## config.mk

```make
export PLATFORM = sky130hd
export DESIGN_NAME = acc_cpu_core
export DESIGN_NICKNAME = d
export VERILOG_FILES = /design/src/rtl/acc_cpu_core.sv
export SDC_FILE = /design/constraint.sdc
export NUM_CORES = 1
export LEC_CHECK = 0
export BUFFER_PORTS_ARGS = -buffer_cell sky130_fd_sc_hd__buf_4
export CAP_MARGIN = 20
export CORE_MARGIN = 5
export CORE_UTILIZATION = 50
export CTS_CLUSTER_SIZE = 10
export DETAILED_ROUTE_END_ITERATION = 8
export PLACE_DENSITY_LB_ADDON = 0.1
export SLEW_MARGIN = 40
export SYNTH_ARGS = -nofsm -noshare
export SYNTH_HDL_FRONTEND = slang
export SYNTH_SLANG_ARGS = --single-unit
```

## constraint.sdc

```tcl
create_clock -name clk -period 4.1 [get_ports clk]
set_clock_uncertainty 0.05 [all_clocks]
set_input_delay 0.41 -clock clk [delete_from_list [all_inputs] [get_ports clk]]
set_output_delay 0.41 -clock clk [all_outputs]
set_load 0.02 [all_outputs]
```

## src/rtl/acc_cpu_core.sv

```systemverilog
// Accumulator CPU core: FETCH/DECODE/EXEC multi-cycle machine over a synchronous instruction ROM.
// Optional macro ACC_CPU_ILLEGAL_TRAP_EN turns opcode 15 into a trap that sets err and halts.
module acc_cpu_core #(
    parameter  int DATA_W  = 8,
    parameter  int NREG    = 4,
    parameter  int PC_W    = 6,
    localparam int RA_W    = $clog2(NREG),
    localparam int INSTR_W = 4 + RA_W + DATA_W
) (
    input  logic               clk,
    input  logic               rst_n,
    input  logic               start,
    output logic [PC_W-1:0]    imem_addr,
    input  logic [INSTR_W-1:0] imem_data,
    output logic [DATA_W-1:0]  out_data,
    output logic               out_valid,
    output logic [DATA_W-1:0]  acc,
    output logic               halted,
    output logic               err
);

    typedef enum logic [2:0] {
        S_IDLE, S_FETCH, S_DECODE, S_EXEC, S_HALT
    } state_t;

    localparam logic [3:0] OP_NOP  = 4'd0;
    localparam logic [3:0] OP_LDI  = 4'd1;
    localparam logic [3:0] OP_MOV  = 4'd2;
    localparam logic [3:0] OP_LDR  = 4'd3;
    localparam logic [3:0] OP_ADD  = 4'd4;
    localparam logic [3:0] OP_SUB  = 4'd5;
    localparam logic [3:0] OP_AND  = 4'd6;
    localparam logic [3:0] OP_OR   = 4'd7;
    localparam logic [3:0] OP_XOR  = 4'd8;
    localparam logic [3:0] OP_SHL  = 4'd9;
    localparam logic [3:0] OP_JMP  = 4'd10;
    localparam logic [3:0] OP_JZ   = 4'd11;
    localparam logic [3:0] OP_JC   = 4'd12;
    localparam logic [3:0] OP_OUT  = 4'd13;
    localparam logic [3:0] OP_HALT = 4'd14;
    localparam logic [3:0] OP_ILL  = 4'd15;

    state_t             r_state;
    logic [PC_W-1:0]    r_pc;
    logic [DATA_W-1:0]  r_acc;
    logic               r_z;
    logic               r_c;
    logic [INSTR_W-1:0] r_ir;
    logic [DATA_W-1:0]  r_out_data;
    logic               r_out_valid;
    logic               r_halted;
    logic [DATA_W-1:0]  r_regs [NREG];

    logic [3:0]         w_op;
    logic [RA_W-1:0]    w_ra;
    logic [DATA_W-1:0]  w_imm;
    logic [DATA_W-1:0]  w_rv;
    logic [DATA_W:0]    w_wide;
    logic [DATA_W-1:0]  w_acc_n;
    logic               w_z_n;
    logic               w_c_n;
    logic               w_setz;
    logic               w_jump;
    logic               w_trap;

    assign w_op  = r_ir[INSTR_W-1 -: 4];
    assign w_ra  = r_ir[DATA_W +: RA_W];
    assign w_imm = r_ir[DATA_W-1:0];
    assign w_rv  = r_regs[w_ra];

    assign imem_addr = r_pc;
    assign out_data  = r_out_data;
    assign out_valid = r_out_valid;
    assign acc       = r_acc;
    assign halted    = r_halted;

    // Datapath for the instruction held in IR; only committed in EXEC.
    always_comb begin
        w_wide  = '0;
        w_acc_n = r_acc;
        w_z_n   = r_z;
        w_c_n   = r_c;
        w_setz  = 1'b0;
        w_jump  = 1'b0;
        w_trap  = 1'b0;
        case (w_op)
            OP_LDI: begin w_acc_n = w_imm; w_setz = 1'b1; end
            OP_LDR: begin w_acc_n = w_rv;  w_setz = 1'b1; end
            OP_ADD: begin
                w_wide  = {1'b0, r_acc} + {1'b0, w_rv};
                w_acc_n = w_wide[DATA_W-1:0];
                w_c_n   = w_wide[DATA_W];
                w_setz  = 1'b1;
            end
            OP_SUB: begin
                // top bit of the widened difference is the borrow
                w_wide  = {1'b0, r_acc} - {1'b0, w_rv};
                w_acc_n = w_wide[DATA_W-1:0];
                w_c_n   = w_wide[DATA_W];
                w_setz  = 1'b1;
            end
            OP_AND: begin w_acc_n = r_acc & w_rv; w_setz = 1'b1; end
            OP_OR:  begin w_acc_n = r_acc | w_rv; w_setz = 1'b1; end
            OP_XOR: begin w_acc_n = r_acc ^ w_rv; w_setz = 1'b1; end
            OP_SHL: begin
                w_acc_n = {r_acc[DATA_W-2:0], 1'b0};
                w_c_n   = r_acc[DATA_W-1];
                w_setz  = 1'b1;
            end
            OP_JMP: w_jump = 1'b1;
            OP_JZ:  w_jump = r_z;
            OP_JC:  w_jump = r_c;
`ifdef ACC_CPU_ILLEGAL_TRAP_EN
            OP_ILL: w_trap = 1'b1;
`endif
            default: ;
        endcase
        if (w_setz) w_z_n = (w_acc_n == '0);
    end

    always_ff @(posedge clk or negedge rst_n) begin
        if (!rst_n) begin
            r_state     <= S_IDLE;
            r_pc        <= '0;
            r_acc       <= '0;
            r_z         <= 1'b0;
            r_c         <= 1'b0;
            r_ir        <= '0;
            r_out_data  <= '0;
            r_out_valid <= 1'b0;
            r_halted    <= 1'b0;
            for (int i = 0; i < NREG; i++) r_regs[i] <= '0;
        end else begin
            r_out_valid <= 1'b0;
            case (r_state)
                S_IDLE: begin
                    if (start) begin
                        r_state <= S_FETCH;
                        r_pc    <= '0;
                        r_acc   <= '0;
                        r_z     <= 1'b0;
                        r_c     <= 1'b0;
                    end
                end
                S_FETCH:  r_state <= S_DECODE;
                S_DECODE: begin
                    r_ir    <= imem_data;
                    r_state <= S_EXEC;
                end
                S_EXEC: begin
                    r_acc <= w_acc_n;
                    r_z   <= w_z_n;
                    r_c   <= w_c_n;
                    if (w_op == OP_MOV) r_regs[w_ra] <= r_acc;
                    if (w_op == OP_OUT) begin
                        r_out_data  <= r_acc;
                        r_out_valid <= 1'b1;
                    end
                    // HALT and trap leave PC on the offending instruction
                    if (w_op == OP_HALT || w_trap) begin
                        r_state  <= S_HALT;
                        r_halted <= 1'b1;
                    end else begin
                        r_state <= S_FETCH;
                        r_pc    <= w_jump ? w_imm[PC_W-1:0] : r_pc + 1'b1;
                    end
                end
                S_HALT: begin
                    if (!start) begin
                        r_state  <= S_IDLE;
                        r_halted <= 1'b0;
                    end
                end
                default: r_state <= S_IDLE;
            endcase
        end
    end

`ifdef ACC_CPU_ILLEGAL_TRAP_EN
    logic r_err;
    always_ff @(posedge clk or negedge rst_n) begin
        if (!rst_n)                              r_err <= 1'b0;
        else if (r_state == S_IDLE && start)     r_err <= 1'b0;
        else if (r_state == S_EXEC && w_trap)    r_err <= 1'b1;
    end
    assign err = r_err;
`else
    assign err = 1'b0;
`endif

endmodule
```

### Yosys cells after proc, flatten, opt, wreduce, memory -nomap -nowiden

Cells that the tools add are included.

| storage, ports and cells | value |
|---|---|
| input bits | 17 |
| word-level logic and storage cells | 89 |
| bits in registers | 75 |
| output and inout port bits | 25 |

| cells by class | value |
|---|---|
| reduce and logical (&&, ||, !) cells | 14 |
| $lt $le $gt $ge | 2 |
| mux-type cells | 29 |
| add/subtract/negate cells | 3 |
| equal/unequal tests | 24 |
| bitwise gates (word level) | 4 |

Operators with widths:

| operator | number |
|---|---|
| case mux 8 bit (8 select lines) | 1 |
| bitwise mux 32 bit | 1 |
| two-way mux 8 bit | 4 |
| equality test 4 bit, second input constant | 7 |
| two-way mux 6 bit | 3 |
| binary-select mux 8 bit (select 2 bit) | 1 |
| demux 8 bit (select 2 bit) | 1 |
| equality test 4 x 3 -> 1 bit, second input constant | 4 |
| case mux 8 bit (2 select lines) | 1 |
| case mux 3 bit (5 select lines) | 1 |
| case mux 6 bit (2 select lines) | 1 |
| AND reduction 3 bit | 4 |
| != test 2 bit, second input constant | 5 |
| adder 8 x 8 -> 9 bit | 1 |
| two-way mux 3 bit | 3 |
| subtractor 8 x 8 -> 9 bit | 1 |
| bitwise AND 8 bit | 1 |
| equality test 4 x 2 -> 1 bit, second input constant | 2 |
| logical NOT 8 bit | 1 |
| OR 8 bit | 1 |
| AND reduction 2 bit | 4 |
| OR reduction 8 bit | 1 |
| XOR 8 bit | 1 |
| two-way mux 1 bit | 7 |
| other kinds (14) | 19 |

### Longest topological paths before layout

| depth | value |
|---|---|
| depth in word-level cells | 9 |
| depth in mapped cells | 12 |
| mapped depth without buffers | 10 |

### Worst setup path before layout

No wires, ideal clock.

| timing | value |
|---|---|
| kind | register to register |
| start | register r_ir[8] |
| end | register r_acc[6], in the netlist acc[6] |
| library setup time | 0.121 ns |
| arrival | 3.267 ns |
| stages on the path, launching flop included | 12 |
| buffers on the path | 1 |
| data required time | 3.929 ns |
| slack | 0.662 ns |
| cell sequence | dfrtp_1 -> buf_2 -> mux4_2 -> ha_1 -> fa_1 -> or2_2 -> a221oi_1 -> nor3_1 -> a21oi_1 -> o211ai_1 -> o32a_1 -> a22o_1 |

| on the way | value |
|---|---|
| cells in the longest elaborated chain, start to end | 7 |

RTL lines:

| item | RTL line | RTL |
|---|---|---|
| start, declared | 48 | `logic [INSTR_W-1:0] r_ir;` |
| start signal, assigned | 147 | `r_ir <= imem_data;` |
| inverter 2 -> 3 bit (not written as such) * | 69 | `assign w_rv = r_regs[w_ra];` |
| binary-select mux 8 bit (select 2 bit) * | 69 |  |
| two-way mux 8 bit (not written as such) * (2 in a row) | 69 |  |
| subtractor 8 x 8 -> 9 bit (tied with other cells) | 97 | `w_wide = {1'b0, r_acc} - {1'b0, w_rv};` |
| case mux 8 bit (8 select lines) * | 86 | `case (w_op)` |
| case mux 8 bit (2 select lines) * | 135 | `case (r_state)` |
| end signal, assigned | 151 | `r_acc <= w_acc_n;` |
| end, declared | 45 | `logic [DATA_W-1:0] r_acc;` |

Every way passes the cells marked *; elsewhere a longest branch is shown, timed or not. The select of a mux whose other input is x is not followed.
A chain may end at the register's enable or synchronous reset.

### Worst setup path after layout

| timing | value |
|---|---|
| start | register r_ir[9] |
| end | register r_acc[6], in the netlist acc[6] |

Same word-level chain as after synthesis.

==> impl_metrics.yaml <==
route:
  wirelength_um: 12800
  antenna_left: 0
  first_pass_iters: 6
  wl_per_cell_um: 18.8
  drc: 0
  vias_per_cell: 6.09
  drt_iter0_drc: 375
  vias: 4146
floorplanning:
  ios: 42
  fp.dieW_um: 108
  core_area_um2: 9330
  dieArea_um2: 11700
  die_h_um: 108
  row_count: 35
  initial_utilization: 0.517
grt:
  grt_pass1_vias: 4031
  grt.total_usage: 0.228
  grt_pass1_wl_um: 21000
  grt_overflow: 0
  antenna_found_initial: 0
  grt_max_degree: 76
critical_path:
  crit_path_max_incr_delay_ps: 630
  crit_required_ps: 4300
  cp_max_fo: 13
  path_class: "flop to flop"
  endpoint_kind: "flop"
  worst-endpoint-arrival_ps: 3730
  slowest_stage: "dfrtp_1"
  path_cells: "mux4_2 -> ha_1 -> fa_1 -> or2_2 -> a221oi_1 -> nor3_1 -> a21oi_1 -> o211ai_1 -> o32a_1 -> a22o_1"
  critPathLaunchType: "flop"
  r2r_slack_ps: 560
clock_network:
  cts_htree_levels: 3
  cts_sinks: 75
  ctsHoldBuffers: 0
  path_clk_slew_ps: 90
  cts.repair.resized: 0
  cts_tree: "yes"
  post-cts-setup-buffers: 0
  root_buffer: "clkbuf_8"
  clk_latency_ps: 360
  cts_buffers: 9
  clockBufferDepth: 2
logic_synthesis:
  synth_cell_types: 59
  synthesis.area_um2: 4830
  ys_top_cells_by_area: "dfrtp_1 (39%), ha_1 (7.0%), mux2_2 (6.8%)"
  ys_dominant_reg_cell: "dfrtp_1"
  synth_edf_count: 0
  synth-async-reset-ratio: 1.00
  seq_area_frac_synth: 0.389
  avgSynthCellArea_um2: 9.33
  syn_inst: 517
  yosys.area.top_type: "dfrtp_1"
  synth_top_area_frac: 0.389
  syn_nets: 563
  ys_ff_latch: 75
  ys_warn_count: 0
sta:
  relSlewSlack: 0.473
  setup_viol: 0
  rsz0062_at_grt: "no"
  fmax_mhz: 283
  timing.setup.tns_ps: 0
  worst_pin_slew_ps: 790
  slew_viol_final: 0
  period_minus_slack_ps: 3540
  final-hold-violation-count: 0
  fin_crit_sh: 0.863
power_and_ir_drop:
  p_leak_nw: 2.38
  p_total_mw: 4.47
  p_per_area_nw_per_um2: 826
  vdd_drop_max_v: 0.000275
layout:
  fin_cells: 681
  area_delta_synth_final_pct: 12.3
  num-nets-final: 593
  drive_gt1_frac: 0.201
  antennaDiodeCount: 0
place:
  place_congestion: 0.885
  io_buffers: 40
  dpl.hpwl_um: 9310
  dpl.cell_count: 665
run_status:
  status: "finished clean"
hold_path:
  hold_class: "input pin to async pin"
flow_run:
  cap_violations: 0
## cell type report
type	instances	area, um^2
Clock buffer	9	124
Clock inverter	7	67.6
Fill cell	841	3910
Inverter	30	113
Multi-Input combinational cell	386	2730
Sequential cell	75	1880
Tap cell	129	161
Timing Repair Buffer	45	342
## flip-flops by register name (all words and copies together) (netlist names)
name,cells
r_c,1
r_regs,32
r_z,1
r_state,3
halted,1
r_ir,14
out_valid,1
imem_addr,6
acc,8
out_data,8
## critical path: cells and delay by family (launching register included)
family | cells | cell delay [ps]
compound gates | 5 | 1230
fa+ha+maj | 2 | 690
flops | 1 | 630
mux | 1 | 420
simple gates | 2 | 400
## layer usage
metal	wire, um	global-route usage	vias to the layer above
met1	5630	0.308	2021
li1	-	-	1922
met5	0	0	-
met3	769	0.0394	31
met4	396	0.106	0
met2	5980	0.357	172
## cell usage in the layout, fill, tap and decap left out, drive strengths merged, types with 9 or more instances in the layout
cell    count
nand2      56
dfrtp      75
mux2       29
o21ai      66
clkbuf      9
nor2b      10
buf        45
o22ai      10
inv        35
nand2b      9
nor2       31
nand3      10
a21oi      23
ha         27
mux2i       9
## synthesized netlist by cell type (10+ instances only)
| cell | instances |
|---|---|
| a21oi_1 | 23 |
| clkbuf_1 | 15 |
| dfrtp_1 | 75 |
| ha_1 | 27 |
| inv_1 | 30 |
| mux2_2 | 29 |
| nand2_1 | 56 |
| nand3_1 | 10 |
| nor2_1 | 31 |
| nor2b_1 | 10 |
| o21ai_0 | 65 |
| o22ai_1 | 10 |
## path summary, 6_finish.rpt
check | start | endpoint | depth (start not counted)
max in group asynchronous | rst_n | acc[2]$_DFFE_PN0P_ | 1
min in group clk | imem_data[10] | r_ir[10]$_DFFE_PN0P_ | 3
worst min-delay path | rst_n | r_ir[0]$_DFFE_PN0P_ | 1
worst max register to register | r_ir[9]$_DFFE_PN0P_ | acc[6]$_DFFE_PN0P_ | 10
worst max-delay path | r_ir[9]$_DFFE_PN0P_ | acc[6]$_DFFE_PN0P_ | 10
worst min register to register | r_regs[20]$_DFFE_PN0P_ | r_regs[20]$_DFFE_PN0P_ | 2
## power by group
group | internal, mW | leakage [nW] | total (mW) | switching (mW)
clock | 0.236 | 0.0944 | 0.555 | 0.319
sequential | 1.02 | 0.990 | 1.41 | 0.398
combinational | 1.06 | 1.29 | 2.51 | 1.45
total | 2.31 | 2.38 | 4.47 | 2.16
## metrics by stage
step           instance area (um^2)  hold slack (ps)  setup WS [ps]   util
2_1_floorplan                  4830             64.4            662      -
3_3_place_gp                   5220              410            667  0.559
3_5_place_dp                   5220              422            597  0.560
4_1_cts                        5410             44.1            587  0.580
5_1_grt                        5420             80.8            281  0.581
6_report                       5420             9.66            561  0.581
## cell families (layout without fill, tap and decap cells)
group | count (synthesis) | count (layout) | synth area share
other | 1 | 1 | 0.000777
xor gates and xnor gates | 6 | 6 | 0.0109
adders and majority gates | 29 | 29 | 0.0783
AOI/OAI and AO/OA | 147 | 147 | 0.189
and+or+nand+nor | 157 | 157 | 0.162
buffers and inverters | 56 | 91 | 0.0461
muxes | 46 | 46 | 0.124
DFF | 75 | 75 | 0.389
Note: power is estimated with default switching activity, not from simulation.
